==> config.mk <==
export PLATFORM = sky130hd
export DESIGN_NAME = ifu_nway
export DESIGN_NICKNAME = d
export VERILOG_FILES = /design/src/rtl/ifu_nway.sv
export SDC_FILE = /design/constraint.sdc
export NUM_CORES = 1
export LEC_CHECK = 0
export CAP_MARGIN = 5
export CORE_MARGIN = 5
export CORE_UTILIZATION = 40
export CTS_CLUSTER_DIAMETER = 150
export DETAILED_ROUTE_END_ITERATION = 10
export GPL_ROUTABILITY_DRIVEN = 0
export GPL_TIMING_DRIVEN = 0
export HOLD_SLACK_MARGIN = 0.15
export PLACE_DENSITY = 0.81
export SYNTH_ARGS = -nofsm -noshare
export SYNTH_HDL_FRONTEND = slang
export SYNTH_SLANG_ARGS = --single-unit
==> constraint.sdc <==
create_clock -name clk -period 5.2 [get_ports clk]
set_clock_uncertainty 0.15 [all_clocks]
set_input_delay 0.78 -clock clk [delete_from_list [all_inputs] [get_ports clk]]
set_output_delay 0.78 -clock clk [all_outputs]
set_load 0.005 [all_outputs]
==> src/rtl/ifu_nway.sv <==
// N-wide instruction fetch unit: issues in-order MMU requests, tracks their metadata,
// and turns responses into instruction bundles, with drop-counted redirects and fetch exceptions.
package ifu_nway_pkg;
    typedef enum logic [1:0] {
        EXCP_ADEF = 2'd0,
        EXCP_TLBR = 2'd1,
        EXCP_PIF  = 2'd2,
        EXCP_PPI  = 2'd3
    } excp_t;
endpackage

module ifu_nway
    import ifu_nway_pkg::*;
#(
    parameter int          FETCH_WIDTH     = 2,
    parameter int          MAX_OUTSTANDING = 2,
    parameter logic [31:0] RESET_PC        = 32'h1c000000,
    localparam int         CW              = $clog2(FETCH_WIDTH + 1),
    localparam int         SW              = (FETCH_WIDTH > 1) ? $clog2(FETCH_WIDTH) : 1
) (
    input  logic                     clk,
    input  logic                     reset,
    input  logic [3:0]               ibuf_free,
    output logic                     out_valid,
    output logic [CW-1:0]            out_count,
    output logic [31:0]              out_pc,
    output logic [32*FETCH_WIDTH-1:0] out_insts,
    output logic                     out_pred_taken,
    output logic [31:0]              out_pred_target,
    output logic                     out_excp,
    output excp_t                    out_excp_type,
    input  logic                     redirect_valid,
    input  logic [31:0]              redirect_target,
    output logic [31:0]              pred_pc,
    input  logic                     pred_taken,
    input  logic [SW-1:0]            pred_slot,
    input  logic [31:0]              pred_target,
    output logic                     mmu_i_req,
    output logic [31:0]              mmu_i_addr,
    input  logic                     mmu_i_addr_ok,
    input  logic [CW-1:0]            mmu_i_count,
    input  logic                     mmu_i_data_ok,
    input  logic [32*FETCH_WIDTH-1:0] mmu_i_rdata,
    input  logic                     mmu_i_excp,
    input  excp_t                    mmu_i_excp_type
);
    localparam int          OW  = $clog2(MAX_OUTSTANDING + 1);
    localparam int          PW  = (MAX_OUTSTANDING > 1) ? $clog2(MAX_OUTSTANDING) : 1;
    localparam logic [31:0] NOP = 32'h03400000;

    logic [31:0]   r_fetch_pc;
    logic [OW-1:0] r_outstanding;
    logic [OW-1:0] r_drop;
    logic          r_halted;
    logic          r_pending_adef;
    logic [PW-1:0] r_wptr;
    logic [PW-1:0] r_rptr;

    logic [31:0]   r_q_pc     [MAX_OUTSTANDING];
    logic [CW-1:0] r_q_cnt    [MAX_OUTSTANDING];
    logic          r_q_taken  [MAX_OUTSTANDING];
    logic [31:0]   r_q_target [MAX_OUTSTANDING];

    logic          w_aligned;
    logic [3:0]    w_live;
    logic          w_req;
    logic          w_acc;
    logic [CW-1:0] w_slot;
    logic          w_taken;
    logic [CW-1:0] w_eff;
    logic [31:0]   w_seq_pc;
    logic          w_resp_emit;
    logic          w_adef_emit;
    logic [OW-1:0] w_out_next;

    function automatic logic [PW-1:0] ptr_inc(input logic [PW-1:0] p);
        if (p == PW'(MAX_OUTSTANDING - 1))
            return '0;
        return p + PW'(1);
    endfunction

    // Requests already being dropped do not occupy ibuf space when sampling ibuf_free.
    assign w_aligned   = (r_fetch_pc[1:0] == 2'b00);
    assign w_live      = 4'(r_outstanding - r_drop);
    assign w_req       = !reset && !r_halted && !r_pending_adef && w_aligned &&
                         (r_outstanding < OW'(MAX_OUTSTANDING)) && (ibuf_free > w_live);
    assign w_acc       = w_req && mmu_i_addr_ok;
    assign w_slot      = CW'(pred_slot);
    assign w_taken     = pred_taken && (w_slot < mmu_i_count);
    assign w_eff       = w_taken ? (w_slot + CW'(1)) : mmu_i_count;
    assign w_seq_pc    = r_fetch_pc + (32'(mmu_i_count) << 2);
    assign w_out_next  = r_outstanding + OW'(w_acc) - OW'(mmu_i_data_ok);
    assign w_resp_emit = !reset && mmu_i_data_ok && (r_drop == '0) && !r_halted && !redirect_valid;
    assign w_adef_emit = !reset && r_pending_adef && !r_halted && (r_outstanding == '0) &&
                         (ibuf_free != 4'd0) && !redirect_valid;

    assign mmu_i_req  = w_req;
    assign mmu_i_addr = r_fetch_pc;
    assign pred_pc    = r_fetch_pc;

    always_ff @(posedge clk) begin
        if (reset) begin
            r_fetch_pc     <= RESET_PC;
            r_outstanding  <= '0;
            r_drop         <= '0;
            r_halted       <= 1'b0;
            r_pending_adef <= 1'b0;
            r_wptr         <= '0;
            r_rptr         <= '0;
        end else begin
            r_outstanding <= w_out_next;
            if (w_acc)
                r_wptr <= ptr_inc(r_wptr);
            if (mmu_i_data_ok)
                r_rptr <= ptr_inc(r_rptr);

            if (redirect_valid)
                r_fetch_pc <= redirect_target;
            else if (w_acc)
                r_fetch_pc <= w_taken ? pred_target : w_seq_pc;

            // Everything still in flight after a redirect edge belongs to the old path.
            if (redirect_valid)
                r_drop <= w_out_next;
            else if (mmu_i_data_ok && (r_drop != '0))
                r_drop <= r_drop - OW'(1);

            if (redirect_valid) begin
                r_halted       <= 1'b0;
                r_pending_adef <= 1'b0;
            end else if (w_adef_emit || (w_resp_emit && mmu_i_excp)) begin
                r_halted       <= 1'b1;
                r_pending_adef <= 1'b0;
            end else if (!r_halted && !w_aligned) begin
                r_pending_adef <= 1'b1;
            end
        end
    end

    always_ff @(posedge clk) begin
        if (w_acc) begin
            r_q_pc[r_wptr]     <= r_fetch_pc;
            r_q_cnt[r_wptr]    <= w_eff;
            r_q_taken[r_wptr]  <= w_taken;
            r_q_target[r_wptr] <= pred_target;
        end
    end

    always_comb begin
        out_valid       = w_resp_emit || w_adef_emit;
        out_count       = r_q_cnt[r_rptr];
        out_pc          = r_q_pc[r_rptr];
        out_insts       = mmu_i_rdata;
        out_pred_taken  = r_q_taken[r_rptr];
        out_pred_target = r_q_target[r_rptr];
        out_excp        = 1'b0;
        out_excp_type   = mmu_i_excp_type;
        if (w_adef_emit) begin
            out_count       = CW'(1);
            out_pc          = r_fetch_pc;
            out_insts       = '0;
            out_insts[31:0] = NOP;
            out_pred_taken  = 1'b0;
            out_excp        = 1'b1;
            out_excp_type   = EXCP_ADEF;
        end else if (mmu_i_excp) begin
            out_count       = CW'(1);
            out_insts       = '0;
            out_insts[31:0] = NOP;
            out_pred_taken  = 1'b0;
            out_excp        = 1'b1;
        end
    end
endmodule

=== Word-level counts from Yosys, hierarchy flattened ===
Memories as Yosys holds them, arrays and structs flattened. A register that Yosys moved wholly into a read port is not among the register bits.
Cells that the tools add are included.

* Flip-flop bits (word level): 40
* RAM bits: 134
* Bits of input ports: 144
* Output and inout bits: 200
* Word-level logic and storage cells: 93
* Memories: 4

{| class="wikitable"
|+ Memory list
! name !! words !! bits a word !! read ports !! clocked after memory_dff !! wr ports !! RTL line !! RTL
|-
| r_q_pc || 2 || 32 || 1 || 1 || 1 || 59 || <nowiki>logic [31:0] r_q_pc [MAX_OUTSTANDING];</nowiki>
|-
| r_q_target || 2 || 32 || 1 || 1 || 1 || 62 || <nowiki>logic [31:0] r_q_target [MAX_OUTSTANDING];</nowiki>
|-
| r_q_cnt || 2 || 2 || 1 || 1 || 1 || 60 || <nowiki>logic [CW-1:0] r_q_cnt [MAX_OUTSTANDING];</nowiki>
|-
| r_q_taken || 2 || 1 || 1 || 1 || 1 || 61 || <nowiki>logic r_q_taken [MAX_OUTSTANDING];</nowiki>
|}

* Add/sub/neg operators: 8
* Order comparisons: 3
* Multiplexer cells: 36
* Reduce and logical (&&, ||, !) cells: 35

{| class="wikitable"
|+ Operators by type and width
! kind !! count
|-
| 32-bit 2-to-1 mux || 4
|-
| 64-bit 2-to-1 mux || 2
|-
| 32-bit by 4-bit adder with 32-bit output || 1
|-
| 1-bit 2-to-1 mux || 24
|-
| 1-bit logical AND || 19
|-
| 2-bit 2-to-1 mux || 6
|-
| 2-bit logical NOT || 3
|-
| 2-bit nonzero test || 3
|-
| 1-bit logical NOT || 5
|-
| 4-bit > comparator || 1
|-
| 4-bit nonzero test || 1
|-
| 3-bit OR reduction || 1
|-
| 2-bit by 2-bit subtractor with 3-bit output || 1
|-
| 1-bit adder (second input constant) || 2
|-
| 1-bit by 1-bit adder with 2-bit output (second input constant) || 1
|-
| 2-bit by 1-bit adder with 2-bit output || 1
|-
| 1-bit logical OR || 2
|-
| 1-bit by 2-bit < comparator with 1-bit output || 1
|-
| 2-bit < comparator (second input constant) || 1
|-
| 2-bit OR reduction || 1
|-
| 2-bit by 1-bit subtractor with 2-bit output || 1
|-
| 2-bit by 1-bit subtractor with 2-bit output (second input constant) || 1
|}

=== Depth between registers and ports, before layout ===
Gate-level depths: netlist of run 1.

* Depth in word-level cells: 10
* Gate-level depth with buffers: 18
* Depth with buffers taken out: 17

=== Worst setup path after synthesis of run 1 ===
Ideal clock, no wire load.

* Kind: reg-to-reg
* From: register r_drop[0]
* To: memory r_q_cnt[0][0] (netlist name), enable pin
* Library setup time: 0.493 ns
* Arrival time: 4.934 ns
* Required time: 4.557 ns
* Slack: -0.377 ns
* Cell stages (with the launch flop): 12
* Buffers on the path: 1
* Clock period less this slack: 5.577 ns
* Cells stage by stage: dfxtp_1 -> ha_1 -> inv_1 -> fa_1 -> inv_1 -> ha_1 -> nor2b_1 -> o211ai_1 -> a21oi_4 -> inv_2 -> clkbuf_1 -> nor2_1

* Longest elaborated chain between the ends: 6

{| class="wikitable"
|+ Ends and longest elaborated chain
! item !! RTL line !! RTL
|-
| start, declared || 53 || <nowiki>logic [OW-1:0] r_drop;</nowiki>
|-
| start signal, assigned || 124 || <nowiki>r_drop <= w_out_next;</nowiki>
|-
| start signal, assigned || 126 || <nowiki>r_drop <= r_drop - OW'(1);</nowiki>
|-
| 2-bit by 2-bit subtractor with 3-bit output || 84 || <nowiki>assign w_live = 4'(r_outstanding - r_drop);</nowiki>
|-
| 4-bit > comparator || 86 || <nowiki>(r_outstanding < OW'(MAX_OUTSTANDING)) && (ibuf_free > w_live);</nowiki>
|-
| 1-bit logical AND || 86 ||
|-
| 1-bit logical AND || 87 || <nowiki>assign w_acc = w_req && mmu_i_addr_ok;</nowiki>
|-
| 1-bit 2-to-1 mux || 141 || <nowiki>if (w_acc) begin</nowiki>
|-
| 1-bit 2-to-1 mux (implied by the code) || 143 || <nowiki>r_q_cnt[r_wptr] <= w_eff;</nowiki>
|-
| end, declared || 60 ||
|}

Every way passes these cells.

=== Final worst setup path of run 1 ===
* From: input reset
* To: output out_pc[30]

* Longest elaborated chain between the ends: 7

{| class="wikitable"
|+ Ends and longest elaborated chain
! item !! RTL line !! RTL
|-
| start, declared || 22 || <nowiki>input logic reset,</nowiki>
|-
| 1-bit logical NOT || 94 || <nowiki>assign w_adef_emit = !reset && r_pending_adef && !r_halted && (r_outstanding == '0) &&</nowiki>
|-
| 1-bit logical AND (4 in a row) || 94 ||
|-
| 1-bit logical AND || 95 || <nowiki>(ibuf_free != 4'd0) && !redirect_valid;</nowiki>
|-
| 32-bit 2-to-1 mux || 158 || <nowiki>if (w_adef_emit) begin</nowiki>
|-
| end, declared || 26 || <nowiki>output logic [31:0] out_pc,</nowiki>
|}

Every way passes these cells.

==> impl_metrics.yaml, run 1 <==
clock_network:
  post-cts-setup-buffers: 0
  cts_tree: "yes"
  path_clk_slew_ns: 0.06
  post_cts_resized: 0
  numCtsBuffers: 17
  cts.path.max_buffers: 2
  clk_latency_ns: 0.43
  cts_hold_buf: 0
  cts_sinks: 175
  root_buffer: "clkbuf_16"
  cts-htree-levels: 4
synthesis:
  ys_seq_area_share_pct: 54.9
  synth_top_family_by_area: "simple AND/OR/NAND/NOR gates"
  synth_cells: 802
  synth_cell_types: 67
  synth_fa_ha_area_share_pct: 1.87
  synthArstFlopShare_pct: 0
  synthTopCellsByArea: "edfxtp_1 46%, dfxtp_1 9.3%, and2_1 4.8%"
  synthSimpleGateAreaFrac_pct: 15.7
  ys_ff_latch: 175
  syn_avg_cell_area_um2: 11.0
  synth_most_common_cell: "edfxtp_1"
  syn_area_mm2: 0.00882
  synth.area.mux_share_pct: 8.17
  yosys_warnings: 0
  synth_commonest_cells: "134 x edfxtp_1, 70 x a21oi_1, 70 x nor2_1, 67 x and2_1, 51 x nand2_1"
  synth_top_area_share_pct: 45.6
  syn_nets: 958
  synth_flop_cell: "edfxtp_1"
  synth_edf_count: 134
  synthXorXnorAreaFrac_pct: 0.993
  synth_compound_area_share_pct: 12.3
  yosysTopAreaCell: "edfxtp_1"
route:
  wire_per_inst_um: 22.2
  via_per_inst: 5.40
  drc: 0
  drtIter0Drc: 752
  drt_first_pass_iters: 7
  vias: 7873
  drtAntennaViolNets: 0
  wl_mm: 32.4
power_and_ir_drop:
  sw_frac_of_total_pct: 25.8
  seqPwrFrac_pct: 42.7
  vdd_drop_max_uv: 220
  p_clk_share_pct: 35.1
  p_leak_nw: 4.75
  switchingPower_w: 0.000997
  power.density_mw_per_mm2: 291
  comb_power_share_pct: 22.2
  total_power_w: 0.00386
  intPower_w: 0.00287
global_route:
  grt_pass1_vias: 7720
  grt_pass1_wl_mm: 46.2
  grtUsageTotal_pct: 24.7
  antenna_found_initial: 1
  overflow: 0
  grt_start_max_net_pins: 37
setup_path:
  start_kind: "input pin"
  rr_startpoint: "r_outstanding[0]"
  cp-end-kind: "primary output"
  ff2ff_path_depth: 18
  cp.arrival_ns: 3.96
  crit_start: "reset"
  crit_end: "out_pc[30]"
  path_class: "input pin to primary output"
  reg2reg_to: "r_drop[1]"
  cp_max_fo: 10
  worst-r2r-setup-slack_ns: 1.22
  crit_required_ns: 4.27
finish:
  fillers: 1765
  regArea_mm2: 0.00484
  syn2layout_area_growth_pct: 50.7
  nets: 1322
  final_cell_count_no_fill: 1459
  multiInputGateArea_mm2: 0.00346
  drive_above_1_share_pct: 10.4
sta:
  fin_setup_tns_ns: 0
  min_period_ns: 4.89
  max_freq_mhz: 205
  fin_ws_ns: 0.314
  finalHoldViolCount: 0
  timing.final.crit_share_pct: 94.0
  finalMaxSlewViolations: 0
  finalSetupViolCount: 0
  rsz0062_at_grt: "false"
  relSlewSlack_pct: 38.2
  tightest_slew_ns: 0.927
floorplan:
  io_pins: 344
  dieArea_mm2: 0.0251
  die_h_um: 158
  start_util_pct: 40.5
  coreArea_mm2: 0.0218
  die_w_um: 158
  fp-row-count: 54
placed_design:
  dp.cells: 1427
  dp_hpwl_mm: 24.5
  place_ws_ns: 0.320
  portBuffers: 342
job:
  max-cap-violations: 0
min_path:
  hold_path_class: "register to register"
status:
  status: "complete, no violations"
==> metrics by stage <==
stage / util (%) / instance area (um2) / hold slack [ns]
final: 61.1 / 13300 / 0.377
after global routing: 61.0 / 13300 / 0.401
after CTS: 61.0 / 13300 / 0.381
after detailed placement: 58.2 / 12700 / 0.367
after global placement: 57.9 / 12600 / 0.347
after floorplan: - / 8820 / 0.330
==> flip-flops by register name, summed over array words and instances (netlist names), named ones only <==
| name | count |
|---|---|
| mmu_i_addr | 32 |
| r_q_target | 64 |
| r_pending_adef | 1 |
| r_outstanding | 2 |
| r_wptr | 1 |
| r_drop | 2 |
| r_q_cnt | 4 |
| r_q_taken | 2 |
| r_q_pc | 64 |
| r_halted | 1 |
| r_rptr | 1 |
==> power groups by stage <==
stage | combinational, W | sequential [W] | clock (W)
floorplan | 0.000368 | 0.00166 | 0
detailed placement | 0.000853 | 0.00168 | 0
CTS | 0.000861 | 0.00165 | 0.00136
global route | 0.000918 | 0.00166 | 0.00142
global placement | 0.000830 | 0.00168 | 0
finish | 0.000856 | 0.00165 | 0.00136
==> kinds of logic (layout without fill, tap and decap cells) <==
| logic type | after synthesis | in the layout |
|---|---|---|
| and+or+nand+nor | 264 | 264 |
| DFF | 175 | 175 |
| AOI/OAI and AO/OA | 168 | 168 |
| buffers and inverters | 105 | 481 |
| muxes | 68 | 68 |
| adders and majority gates | 12 | 12 |
| xor gates and xnor gates | 10 | 10 |
| other | 0 | 1 |
==> routing by layer <==
metal  up-vias  part of all wire [%]  global-route usage (%)
met5         -                 0.040                       0
met4         2                   3.6                    8.77
met3        79                    10                    7.91
met2       465                    52                    45.4
met1      3710                    34                    26.6
li1       3617                     -                       -
==> critical path, stage by stage <==
cell and delay (ns):
clkdlybuf4s50_1 0.59, or2_1 0.14, clkbuf_1 0.33, nor2_1 0.12, nand4_2 0.24, clkbuf_1 0.59
clkbuf_1 0.49, a21oi_1 0.18, clkdlybuf4s50_1 0.49
==> area by class of cell <==
class	count	area share, %
antenna	1	0.0188
buffer	79	3.23
clock buffer	17	3.20
clock inverter	14	1.41
inverter	26	0.735
multi-input combinational	522	26.0
sequential	175	36.5
tap	280	2.64
timing repair buffer	345	26.3
==> how the worst min path moves through the flow <==
stage,cells past startpoint,slack (ns),startpoint,end
final,2,0.38,r_rptr,r_rptr
after global routing,2,0.40,r_rptr,r_rptr
after CTS,0,0.38,mmu_i_addr[14],r_q_pc[0][14]
after detailed placement,2,0.37,r_rptr,r_rptr
after global placement,2,0.35,r_rptr,register
after floorplan,2,0.33,r_rptr,register
==> cells in the final DEF (no fill, tap or decap), types with 3 or more instances in the layout <==
cell | netlist | routed
clkbuf_1 | 34 | 34
o21ai_0 | 26 | 26
nor2b_1 | 5 | 5
mux2_2 | 32 | 32
a21oi_1 | 70 | 70
nor2_1 | 70 | 69
inv_1 | 25 | 25
a22oi_1 | 3 | 3
nor3_1 | 10 | 10
mux2i_1 | 36 | 36
o2bb2ai_1 | 3 | 3
nand2_1 | 51 | 51
dfxtp_1 | 41 | 41
buf_1 | 5 | 5
ha_1 | 10 | 10
a221oi_1 | 8 | 8
clkbuf_16 | 0 | 17
nand4_1 | 4 | 4
nand2b_1 | 9 | 9
a211o_1 | 5 | 5
o211ai_1 | 8 | 8
clkinv_1 | 0 | 3
nand3_1 | 16 | 16
xnor2_1 | 6 | 6
inv_6 | 0 | 5
bufinv_16 | 0 | 4
nor4_1 | 3 | 3
clkdlybuf4s50_1 | 0 | 342
a31oi_1 | 7 | 7
buf_2 | 7 | 7
o22ai_1 | 8 | 8
and2_1 | 67 | 66
and3_1 | 7 | 7
buf_4 | 33 | 33
a311oi_1 | 7 | 7
or3_1 | 4 | 4
edfxtp_1 | 134 | 134
xor2_1 | 4 | 4
Power figures use the tool's default switching activity.
==> run 2: changes to the inputs <==
--- a/constraint.sdc
+++ b/constraint.sdc
@@ -4,2 +4,2 @@
 set_output_delay 0.78 -clock clk [all_outputs]
-set_load 0.005 [all_outputs]
+set_load 0.1 [all_outputs]
==> run 2 against run 1 <==
Compared with the run above:
- worst setup slack worse by 0.15 ns
- design area shrank 0.45%
- final cell count is the same
- non-clock buffer count did not move
- fmax fell by 2.9%
- power grew 22%
- core utilization shrank 0.28 points
- largest cell class unchanged
- largest power group is now combinational cells
- highest routed layer unchanged
==> impl_metrics.yaml, run 2 (same netlist as run 1, synthesis figures left out) <==
status:
  status: "complete, no violations"
route:
  drc: 0
  drtAntennaViolNets: 0
  vias: 7959
  drtIter0Drc: 806
  drt_first_pass_iters: 9
  via_per_inst: 5.46
  wire_per_inst_um: 22.3
  wl_mm: 32.6
finish:
  final_core_util_pct: 60.8
  nets: 1322
  syn2layout_area_growth_pct: 50.0
  design_area_mm2: 0.0132
  drive_above_1_share_pct: 12.3
  final_cell_mix: "256 x clkdlybuf4s50_1, 134 x edfxtp_1, 70 x a21oi_1"
  final_common_cell: "clkdlybuf4s50_1"
sta:
  min_period_ns: 5.03
  fin_ws_ns: 0.168
  tightest_slew_ns: 1.15
  fin_setup_tns_ns: 0
  timing.final.crit_share_pct: 96.8
  finalMaxSlewViolations: 0
  max_freq_mhz: 199
  finalHoldViolCount: 0
  rsz0062_at_grt: "false"
  finalSetupViolCount: 0
  relSlewSlack_pct: 23.9
floorplan:
  die_w_um: 158
  dieArea_mm2: 0.0251
  die_h_um: 158
  coreArea_mm2: 0.0218
  io_pins: 344
  fp-row-count: 54
  start_util_pct: 40.5
clock_network:
  post-cts-setup-buffers: 0
  cts_tree: "yes"
  cts.path.max_buffers: 2
  path_clk_slew_ns: 0.06
  root_buffer: "clkbuf_16"
  numCtsBuffers: 17
  cts_sinks: 175
  cts_hold_buf: 0
  clk_latency_ns: 0.43
  cts-htree-levels: 4
global_route:
  use_met1_pct: 26.6
  grtUsageTotal_pct: 24.7
  grtUsageMet3_pct: 7.88
  overflow: 0
  grt_pass1_vias: 7720
  use_met2_pct: 45.4
  grt_pass1_wl_mm: 46.2
  antenna_found_initial: 1
  grt_start_max_net_pins: 37
  grt-busiest-layer: "met2"
setup_path:
  worstPathCellList: "clkdlybuf4s50_1 > or2_1 > clkbuf_1 > nor2_1 > nand4_2 > nor2b_1 > clkbuf_1 > and2_1 > clkdlybuf4s50_1"
  cp.arrival_ns: 4.10
  ff2ff_path_depth: 18
  cp-end-kind: "primary output"
  crit_required_ns: 4.27
  max_stage_delay_ns: 1.14
  slowest_stage: "clkdlybuf4s50_1"
  start_kind: "input pin"
  path_class: "input pin to primary output"
  cp_max_fo: 10
placed_design:
  portBuffers: 342
  dp_hpwl_mm: 24.5
  place_ws_ns: -0.254
  place_area_mm2: 0.0127
job:
  max-cap-violations: 0
min_path:
  holdPathStages: 2
  hold_path_class: "register to register"
power_and_ir_drop:
  vdd_drop_max_uv: 221
  power.density_mw_per_mm2: 357
  p_leak_nw: 5.20
## run 2: cell types whose count changed in the layout (fill, tap and decap cells not counted)
cell / change
clkbuf_2: +22
clkdlybuf4s15_1: +11
clkdlybuf4s50_1: -86
dlygate4sd2_1: +22
dlymetal6s2s_1: +31
## run 2: cell type report
class | instances | area, um2
fillers | 1799 | 8530
flip-flops and latches | 175 | 4840
multi-input cells | 522 | 3460
repair buffers | 345 | 3430
plain buffers | 79 | 429
clock buffers | 17 | 425
well taps | 280 | 350
clock inverters | 14 | 188
inverters | 26 | 97.6
diodes | 1 | 2.50
## run 2: layer usage
layer,vias up,wire length [um]
met5,-,13
met4,2,1340
met3,90,3350
met2,503,16900
met1,3748,11000
li1,3616,-
## run 2: path summary, 6_finish.rpt
kind / startpoint / endpoint / slack, ns
min: r_rptr / r_rptr / 0.38
max reg2reg: r_outstanding[0] / r_drop[1] / 1.20
min reg2reg: r_rptr / r_rptr / 0.38
max: reset / out_insts[60] / 0.17
## run 2: timing repair
item | in CTS | in global routing
endpoints found under the setup margin | 55 | 64
gates resized for setup | 55 | 86
gates cloned | 0 | 0
## run 2: worst max-delay path, delay by kind of cell
| kind | cells | cell delay, ns |
|---|---|---|
| buf+inv | 4 | 2.35 |
| simple gates | 5 | 0.97 |
## run 2: metrics by stage
stage | total power, W | instances | hold slack, ns
3_3_place_gp | 0.00339 | 1424 | 0.347
5_1_grt | 0.00485 | 1458 | 0.401
3_5_place_dp | 0.00341 | 1427 | 0.367
2_1_floorplan | 0.00292 | 802 | 0.330
6_report | 0.00472 | 1459 | 0.379
4_1_cts | 0.00473 | 1458 | 0.381
## run 2: power breakdown
part           switching, W  internal, W
Combinational       0.00125     0.000454
Sequential        0.0000685      0.00158
Clock              0.000556     0.000804
Total               0.00188      0.00284
==> run 3: changes to the inputs <==
- clock period: 5.2 -> 4.28 ns (I/O delays scaled with it)
==> run 3 against run 2 <==
Compared with the run above:
- combinational power rose by 21%
- sequential cell count unchanged
- via count fell by 0.43%
- worst setup slack lost 0.0076 ns
- die area is the same
- sequential share of layout area is 0.12 points higher
- sequential power rose by 22%
- hold slack gained 0.0058 ns
- final cell count stayed put
- non-clock buffer count decreased by 1
- design area is 0.32% lower
- first-iteration DRC count fell by 7.3%
- critical endpoint is now out_pc[29]
- highest routed layer unchanged
==> impl_metrics.yaml, run 3 (same netlist as run 1, synthesis figures left out) <==
setup_path:
  slowest_stage: "clkdlybuf4s50_1"
  ff2ff_path_depth: 18
  cp_max_fo: 10
  crit_required_ns: 3.49
  rr_startpoint: "r_outstanding[0]"
  start_kind: "input pin"
  reg2reg_to: "r_drop[1]"
  worst-r2r-setup-slack_ns: 0.29
  cp.arrival_ns: 3.33
  path_class: "input pin to primary output"
  worstPathCellList: "clkdlybuf4s50_1 > or2_1 > nor2_1 > nand4_2 > clkbuf_2 > clkbuf_1 > a21oi_1 > clkbuf_4"
  cp-end-kind: "primary output"
  max_stage_delay_ns: 0.49
  crit_end: "out_pc[29]"
  crit_start: "reset"
job:
  max-cap-violations: 0
placed_design:
  portBuffers: 342
  dp_hpwl_mm: 24.0
clock_network:
  path_clk_slew_ns: 0.07
  cts_tree: "yes"
  cts_hold_buf: 0
  cts-htree-levels: 4
  clk_latency_ns: 0.43
  cts_sinks: 175
  root_buffer: "clkbuf_16"
  cts.path.max_buffers: 2
  numCtsBuffers: 17
global_route:
  grt_pass1_wl_mm: 45.9
  grt_pass1_vias: 7808
  grtUsageTotal_pct: 24.4
  antenna_found_initial: 2
  overflow: 0
  grt_start_max_net_pins: 37
route:
  wire_per_inst_um: 21.8
  drc: 0
  drtIter0Drc: 747
  via_per_inst: 5.43
  drt_first_pass_iters: 5
  drtAntennaViolNets: 0
  vias: 7925
  wl_mm: 31.8
finish:
  syn2layout_area_growth_pct: 49.5
  nets: 1321
  final_cell_mix: "238 x clkdlybuf4s50_1, 134 x edfxtp_1, 70 x a21oi_1"
  final_core_util_pct: 60.6
  drive_above_1_share_pct: 19.4
  final_common_cell: "clkdlybuf4s50_1"
floorplan:
  die_h_um: 158
  start_util_pct: 40.5
  fp-row-count: 54
  die_w_um: 158
  dieArea_mm2: 0.0251
  io_pins: 344
  coreArea_mm2: 0.0218
power_and_ir_drop:
  p_leak_nw: 4.86
  power.density_mw_per_mm2: 433
  vdd_drop_max_uv: 300
sta:
  relSlewSlack_pct: 31.7
  timing.final.crit_share_pct: 96.3
  fin_setup_tns_ns: 0
  tightest_slew_ns: 1.03
  max_freq_mhz: 243
  min_period_ns: 4.12
  finalHoldViolCount: 0
  finalMaxSlewViolations: 0
  finalSetupViolCount: 0
min_path:
  hold_path_class: "register to register"
  holdPathStages: 0
status:
  status: "complete, no violations"
run 3: cell types whose count changed in the layout (fill, tap and decap cells not counted), sizes merged, moves of 18 or more:
cell / change
buf: +33
clkdlybuf4s15: +36
clkdlybuf4s50: -18
dlygate4sd2: -21
dlymetal6s2s: -31
run 3: critical path, delay by kind of cell:
family | cells | cell delay (ns)
AND/OR/NAND/NOR | 3 | 0.89
AO/OA/AOI/OAI | 1 | 0.26
buffers and inverters | 4 | 1.53
run 3: final cells by class:
cell class	count	area [um2]
fill	1860	8570
sequential	175	4840
multi-input combinational	522	3460
timing repair buffer	345	3390
clock buffer	19	433
buffer	78	427
tap	280	350
clock inverter	13	178
inverter	26	97.6
antenna	1	2.50
run 3: worst min-delay path by stage:
stage | from | to | slack (ns)
2_1_floorplan | r_rptr | register | 0.33
3_3_place_gp | r_rptr | r_rptr | 0.35
3_5_place_dp | r_rptr | register | 0.36
4_1_cts | mmu_i_addr[14] | r_q_pc[1][14] | 0.38
5_1_grt | mmu_i_addr[14] | r_q_pc[1][14] | 0.40
6_report | mmu_i_addr[14] | r_q_pc[1][14] | 0.38
run 3: what timing repair did:
item / 4_1_cts / 5_1_grt
setup endpoints to repair: 104 / 80
resized for setup: 438 / 30
buffers inserted: 0 / 0
run 3: layer usage:
layer | wire (um) | vias to the layer above | part of all wire, % | GRT usage, %
li1 | - | 3614 | - | -
met1 | 11100 | 3785 | 35 | 27.4
met2 | 16400 | 455 | 51 | 44.4
met3 | 3160 | 69 | 9.9 | 6.28
met4 | 1130 | 2 | 3.6 | 9.30
met5 | 12 | - | 0.038 | 0
run 3: power breakdown:
part	total, W	switching, W	leakage [nW]	internal [W]
Combinational	0.00207	0.00152	3.01	0.000552
Sequential	0.00201	0.0000836	1.56	0.00192
Clock	0.00163	0.000692	0.291	0.000934
run 3: stage by stage:
stage                     hold WS [ns]  instances  total power, W  setup slack, ns  instance area, um2
after floorplan                  0.330        802         0.00354          -0.0467                8830
after global placement           0.347       1424         0.00411           -0.804               12600
after detailed placement         0.364       1427         0.00414           -0.814               12700
after CTS                        0.382       1459         0.00572          -0.0203               13200
after global routing             0.399       1459         0.00588          -0.0254               13200
final                            0.385       1459         0.00570            0.160               13200
